--- src/rtl/led_pkg.sv ---
// Shared definitions for the LED drive path: command encodings, FSM states,
// the default 1 ms time base and small state-decode helpers.
package led_pkg;

  localparam logic [1:0] MODE_OFF   = 2'b00;
  localparam logic [1:0] MODE_ON    = 2'b01;
  localparam logic [1:0] MODE_BLINK = 2'b10;
  localparam logic [1:0] MODE_FLASH = 2'b11;

  localparam int TICK_DIV_1MS = 20000;

  typedef enum logic [2:0] {
    S_OFF     = 3'd0,
    S_ON      = 3'd1,
    S_BLK_ON  = 3'd2,
    S_BLK_OFF = 3'd3,
    S_FL_ON   = 3'd4,
    S_FL_OFF  = 3'd5
  } led_state_t;

  function automatic logic state_lit(input led_state_t s);
    case (s)
      S_ON, S_BLK_ON, S_FL_ON: return 1'b1;
      default:                return 1'b0;
    endcase
  endfunction

  function automatic logic state_busy(input led_state_t s);
    case (s)
      S_FL_ON, S_FL_OFF: return 1'b1;
      default:           return 1'b0;
    endcase
  endfunction

  // States whose duration is measured by the phase counter.
  function automatic logic state_timed(input led_state_t s);
    case (s)
      S_BLK_ON, S_BLK_OFF, S_FL_ON, S_FL_OFF: return 1'b1;
      default:                                return 1'b0;
    endcase
  endfunction

endpackage

--- src/rtl/ms_tick.sv ---
// Time-base divider: registered one-cycle tick every TICK_DIV cycles,
// restartable with clr so the next tick lands a full period later.
module ms_tick
  import led_pkg::*;
#(
  parameter int TICK_DIV = TICK_DIV_1MS
) (
  input  logic clk,
  input  logic reset,
  input  logic clr,
  output logic tick
);

  localparam int CW = (TICK_DIV > 1) ? $clog2(TICK_DIV) : 1;

  logic [CW-1:0] cnt_r;
  logic [CW-1:0] cnt_s;
  logic          tick_r;

  // Next divider count: restart on clr, wrap at the terminal value.
  always_comb begin
    cnt_s = cnt_r;
    if (clr) begin
      cnt_s = {CW{1'b0}};
    end else if (cnt_r == CW'(TICK_DIV - 1)) begin
      cnt_s = {CW{1'b0}};
    end else begin
      cnt_s = cnt_r + CW'(1);
    end
  end

  // Divider and tick registers; tick is high while the count sits at its last value.
  always_ff @(posedge clk) begin
    if (reset) begin
      cnt_r  <= {CW{1'b0}};
      tick_r <= 1'b0;
    end else begin
      cnt_r  <= cnt_s;
      tick_r <= (cnt_s == CW'(TICK_DIV - 1));
    end
  end

  assign tick = tick_r;

endmodule

--- src/rtl/led_driver.sv ---
// LED waveform generator: off / on / blink / N flashes with a done pulse.
// Optional LED_ACTIVE_LOW_EN inverts the led pin (lit = 0, reset value 1).
module led_driver
  import led_pkg::*;
#(
  parameter int TICK_DIV = TICK_DIV_1MS,
  parameter int HALF_MS  = 250
) (
  input  logic       clk,
  input  logic       reset,
  input  logic       cmd_valid,
  output logic       cmd_ready,
  input  logic [1:0] cmd_mode,
  input  logic [3:0] cmd_count,
  output logic       busy,
  output logic       done,
  output logic       led
);

  localparam int PH_W = $clog2(HALF_MS + 1);

`ifdef LED_ACTIVE_LOW_EN
  localparam logic LED_LIT = 1'b0;
`else
  localparam logic LED_LIT = 1'b1;
`endif

  led_state_t      state_r;
  led_state_t      state_s;
  logic [PH_W-1:0] phase_r;
  logic [PH_W-1:0] phase_s;
  logic [3:0]      rem_r;
  logic [3:0]      rem_s;
  logic            done_s;
  logic            done_r;
  logic            busy_r;
  logic            ready_r;
  logic            led_r;
  logic            accept_s;
  logic            tick_s;
  logic            phase_end_s;

  assign accept_s    = cmd_valid && ready_r;
  assign phase_end_s = tick_s && (phase_r == PH_W'(HALF_MS - 1));

  ms_tick #(.TICK_DIV(TICK_DIV)) u_tick (
    .clk   (clk),
    .reset (reset),
    .clr   (accept_s),
    .tick  (tick_s)
  );

  // Next-state, phase and flash-count logic; an accepted command always wins.
  always_comb begin
    state_s = state_r;
    phase_s = phase_r;
    rem_s   = rem_r;
    done_s  = 1'b0;
    if (accept_s) begin
      phase_s = {PH_W{1'b0}};
      case (cmd_mode)
        MODE_OFF:   state_s = S_OFF;
        MODE_ON:    state_s = S_ON;
        MODE_BLINK: state_s = S_BLK_ON;
        MODE_FLASH: begin
          if (cmd_count == 4'd0) begin
            state_s = S_OFF;
            rem_s   = 4'd0;
            done_s  = 1'b1;
          end else begin
            state_s = S_FL_ON;
            rem_s   = cmd_count;
          end
        end
        default:    state_s = S_OFF;
      endcase
    end else begin
      if (state_timed(state_r) && tick_s) begin
        if (phase_end_s) begin
          phase_s = {PH_W{1'b0}};
        end else begin
          phase_s = phase_r + PH_W'(1);
        end
      end else begin
        phase_s = phase_r;
      end
      case (state_r)
        S_OFF:     state_s = S_OFF;
        S_ON:      state_s = S_ON;
        S_BLK_ON:  state_s = phase_end_s ? S_BLK_OFF : S_BLK_ON;
        S_BLK_OFF: state_s = phase_end_s ? S_BLK_ON : S_BLK_OFF;
        S_FL_ON:   state_s = phase_end_s ? S_FL_OFF : S_FL_ON;
        S_FL_OFF: begin
          if (phase_end_s) begin
            // Last flash when one (or, defensively, zero) remains.
            if ((rem_r == 4'd1) || (rem_r == 4'd0)) begin
              state_s = S_OFF;
              rem_s   = 4'd0;
              done_s  = 1'b1;
            end else begin
              state_s = S_FL_ON;
              rem_s   = rem_r - 4'd1;
            end
          end else begin
            state_s = S_FL_OFF;
          end
        end
        default:   state_s = S_OFF;
      endcase
    end
  end

  // State, counters and outputs; outputs are decoded from the next state.
  always_ff @(posedge clk) begin
    if (reset) begin
      state_r <= S_OFF;
      phase_r <= {PH_W{1'b0}};
      rem_r   <= 4'd0;
      done_r  <= 1'b0;
      busy_r  <= 1'b0;
      ready_r <= 1'b1;
      led_r   <= ~LED_LIT;
    end else begin
      state_r <= state_s;
      phase_r <= phase_s;
      rem_r   <= rem_s;
      done_r  <= done_s;
      busy_r  <= state_busy(state_s);
      ready_r <= ~state_busy(state_s);
      led_r   <= state_lit(state_s) ? LED_LIT : ~LED_LIT;
    end
  end

  assign cmd_ready = ready_r;
  assign busy      = busy_r;
  assign done      = done_r;
  assign led       = led_r;

endmodule

--- config.mk ---
export PLATFORM = sky130hd
export DESIGN_NAME = led_driver
export DESIGN_NICKNAME = d
export VERILOG_FILES = /design/src/rtl/led_pkg.sv /design/src/rtl/ms_tick.sv /design/src/rtl/led_driver.sv
export SDC_FILE = /design/constraint.sdc
export NUM_CORES = 1
export LEC_CHECK = 0
export CORE_AREA = 4 4 72 74
export DETAILED_ROUTE_END_ITERATION = 10
export DIE_AREA = 0 0 76 78
export MAX_ROUTING_LAYER = met4
export PLACE_DENSITY = 0.61
export SKIP_LAST_GASP = 1
export SLEW_MARGIN = 25
export SYNTH_ARGS = -nofsm -noshare
export SYNTH_HDL_FRONTEND = slang
export SYNTH_SLANG_ARGS = --single-unit
--- constraint.sdc ---
create_clock -name clk -period 3.1 [get_ports clk]
set_input_delay 0.62 -clock clk [delete_from_list [all_inputs] [get_ports clk]]
set_output_delay 0.62 -clock clk [all_outputs]
set_load 0.005 [all_outputs]
==> summary.md <==
| Metric | Value |
|---|---|
| Status | complete, no violations |
| First-pass GRT wire length | 6.13 mm |
| Reg2reg setup slack | 1.19 ns |
| Gr usage total | 12.7% |
| Port buffer count | 12 |
| Commonest non-fill, non-tap cell in the layout | nor2_1 |
| DR iter-0 viols | 80 |
| Hold Violations, Final | 0 |
| Clk network pwr share | 40.4% |
| Grt ovf | 0 |
| Placed insts | 269 |
| Commonest cells after routing, fill and taps aside | 37 x nor2_1, 35 x dfxtp_1, 13 x nand2_1 |
| Slew Viols, Final | 0 |
| Fmax | 431 MHz |
| Worst setup path startpoint | cmd_valid |
| Setup TNS | 0 ns |
| CTS Buffer Depth | 2 |
| Worst slew margin | 48.1% |
| Worst path required time | 3.25 ns |
| Final Skew | 0.00697 ns |
| Initial antenna violation count | 0 |
| # setup viols final | 0 |
| Worst setup EP type | register |
| Area Growth Syn to Fin | 15.1% |
| Psw | 0.000199 W |
| Largest net degree at the start of global routing | 18 |
| Die area | 5930 um^2 |
| Avg Cell Area, Syn | 8.58 um^2 |
| Ports | 13 |
| Delay-heaviest family, CP | simple AND/OR/NAND/NOR gates |
| Htree depth | 2 |
| Sequential power share | 52.1% |
| Synth area leaders | dfxtp_1 39%, nor2_1 7.8%, xnor2_1 5.9%, xor2_1 4.4%, ha_1 3.5% |
| Worst hold stages | 1 |
| Max Cap Viol | 0 |
| Reg2reg end | u_tick.tick |
| Syn Inst Count | 208 |
| P_int | 0.000691 W |
| DRC Markers | 0 |
| Via-per-instance ratio | 5.20 |
| Crit path max-delay cell type | and2_0 |
| Die span in y | 78 um |
| Yosys cell types | 42 |
| Unrepaired setup endpoints after global routing | false |
| Core area | 4600 um^2 |
| Post-DRT Antenna Nets | 0 |
| Clk Latency, worst-skew pair | 0.28 ns |
| Die X | 76 um |
| Logic pwr share | 7.6% |
| Worst hold path class | register to register |
| Final cell count without fillers | 277 |
| Startpoint Class | primary input |
| Switching share of power | 22.4% |
| Max FO, Critical Path | 17 |
| Ant diodes | 0 |
| Post-CTS setup buffers | 0 |
| Cts repair resizes | 0 |
| Setup crit end | rem_r[0] |
| Share of cells above drive strength 1 | 7.62% |
| Wire length per cell | 12.3 um |
| Area leader, netlist | dfxtp_1 |
| Routed WL | 3.42 mm |
| Worst-margin pin slew | 0.778 ns |
| Detailed Place HPWL | 2.47 mm |
| P_leak | 0.695 nW |
| Clock Tree Root | clkbuf_8 |
| Post-Syn Nets | 222 |
| Top FF cell, synth | dfxtp_1 |
| Clock Sinks | 35 |
| Buf+Inv Stages, Crit Path | 1 |
| Fraction of post-synthesis cell area in the top cell type by area | 39.3% |
| Synthesized area | 1780 um^2 |
| Hold_buf cts | 0 |
| CP max stage delay | 0.63 ns |
| Pre-antenna DRT Iters | 4 |
| Yosys warns | 0 |
| Number of global-route vias before repair | 1363 |
| Yosys reg bits | 35 |
| Path length in cells of the critical path | 6 |
| Worst path arrival time | 2.47 ns |
| Post-synth ARST share | 0% |
| Min Clock Period, post-route | 2.32 ns |
| GPL Wtd Cong | 0.813 |
| Clock-pin slew on the worst setup and hold paths | 0.07 ns |
| Reg2Reg Launch Point | u_tick.cnt_r[0] |
| DR vias | 1440 |
| CP Cell Sequence | clkdlybuf4s50_1 -> and2_0 -> and3_1 -> a31oi_1 -> a221oi_1 -> a211oi_1 |
| Pwr per Cell Area | 434 nW/um^2 |
| Hold Worst Slack | 0.481 ns |
| # nets final | 236 |
| CTS tree | done |
| Seq/Total Area, Yosys | 39.3% |
| Rows | 25 |
| Core Util, Final | 44.7% |
| CP Class | primary input to register |
| Cts bufs inserted | 5 |
| Peak supply drop | 0.262 mV |
| Fin crit share | 74.9% |
| R2R cell count | 5 |
| Post-synth EDFFs | 0 |
| Power Total | 0.000890 W |
| Initial Util | 38.8% |
==> registers in the layout (all words and copies together), names as in the netlist <==
register,count
phase_r,8
u_tick.tick,1
state_r,3
led,1
cmd_ready,1
rem_r,4
busy,1
u_tick.cnt_r,15
done,1
==> layer usage <==
| layer | GRT usage [%] | share of wire [%] |
|---|---|---|
| met1 | 15.3 | 49 |
| met2 | 19.9 | 46 |
| met3 | 3.36 | 3.0 |
| met4 | 5.34 | 1.5 |
| met5 | - | 0 |
==> cell type report <==
class,instances,area (um^2)
sequential,35,701
tap,54,67.6
inverter,8,30.0
multi-input combinational,160,1030
timing repair buffer,12,120
clock buffer,8,100
fill,461,2540
==> per-stage QoR <==
| step | setup WS [ns] | cell area (um^2) |
|---|---|---|
| floorplan | 1.33 | 1780 |
| global placement | 0.517 | 1950 |
| detailed placement | 0.526 | 1950 |
| CTS | 0.821 | 2050 |
| global route | 0.607 | 2050 |
| finish | 0.779 | 2050 |
==> worst reg2reg max path, cell delays in order, from the launching register on <==
cell     delay [ns]
dfxtp_1        0.40
ha_1           0.25
nand4_2        0.24
nor4_2         0.48
a31oi_1        0.19
nor4b_2        0.27
==> cell usage after synthesis (2+ instances only) <==
master    instances
a211o_1           4
a211oi_1          4
a21oi_1           7
a31o_2            2
a31oi_1           6
and3_1            3
clkbuf_1          5
dfxtp_1          35
ha_1              5
inv_1             8
mux2i_1           3
nand2_1          13
nand2b_1          5
nand3_1           5
nand4_1           5
nor2_1           37
nor2b_1           2
nor3_1           10
nor4_1            4
o21ai_0           2
or2_2             2
or3_1             2
xnor2_1          12
xor2_1            9
==> power groups by stage <==
stage	logic, W	registers, W	clock network [W]
detailed placement	0.0000679	0.000474	0
finish	0.0000676	0.000464	0.000359
floorplan	0.0000428	0.000472	0
global route	0.0000768	0.000464	0.000393
global placement	0.0000684	0.000474	0
CTS	0.0000684	0.000463	0.000376
==> how the worst min path moves through the flow <==
stage                            endpoint       startpoint  slack [ns]
after global routing      u_tick.cnt_r[0]  u_tick.cnt_r[0]        0.49
final                     u_tick.cnt_r[0]  u_tick.cnt_r[0]        0.48
after floorplan           u_tick.cnt_r[0]  u_tick.cnt_r[0]        0.44
after global placement    u_tick.cnt_r[0]  u_tick.cnt_r[0]        0.46
after CTS                 u_tick.cnt_r[0]  u_tick.cnt_r[0]        0.49
after detailed placement  u_tick.cnt_r[0]  u_tick.cnt_r[0]        0.47
==> logic make-up after synthesis <==
| kind of cell | share of synthesized area, % |
|---|---|
| DFF | 39.3 |
| buffers and inverters | 2.74 |
| and+or+nand+nor | 29.9 |
| adders and majority gates | 3.51 |
| xor gates and xnor gates | 10.3 |
| muxes | 1.68 |
| AOI/OAI and AO/OA | 12.6 |
Note: power is estimated with default switching activity, not from simulation.
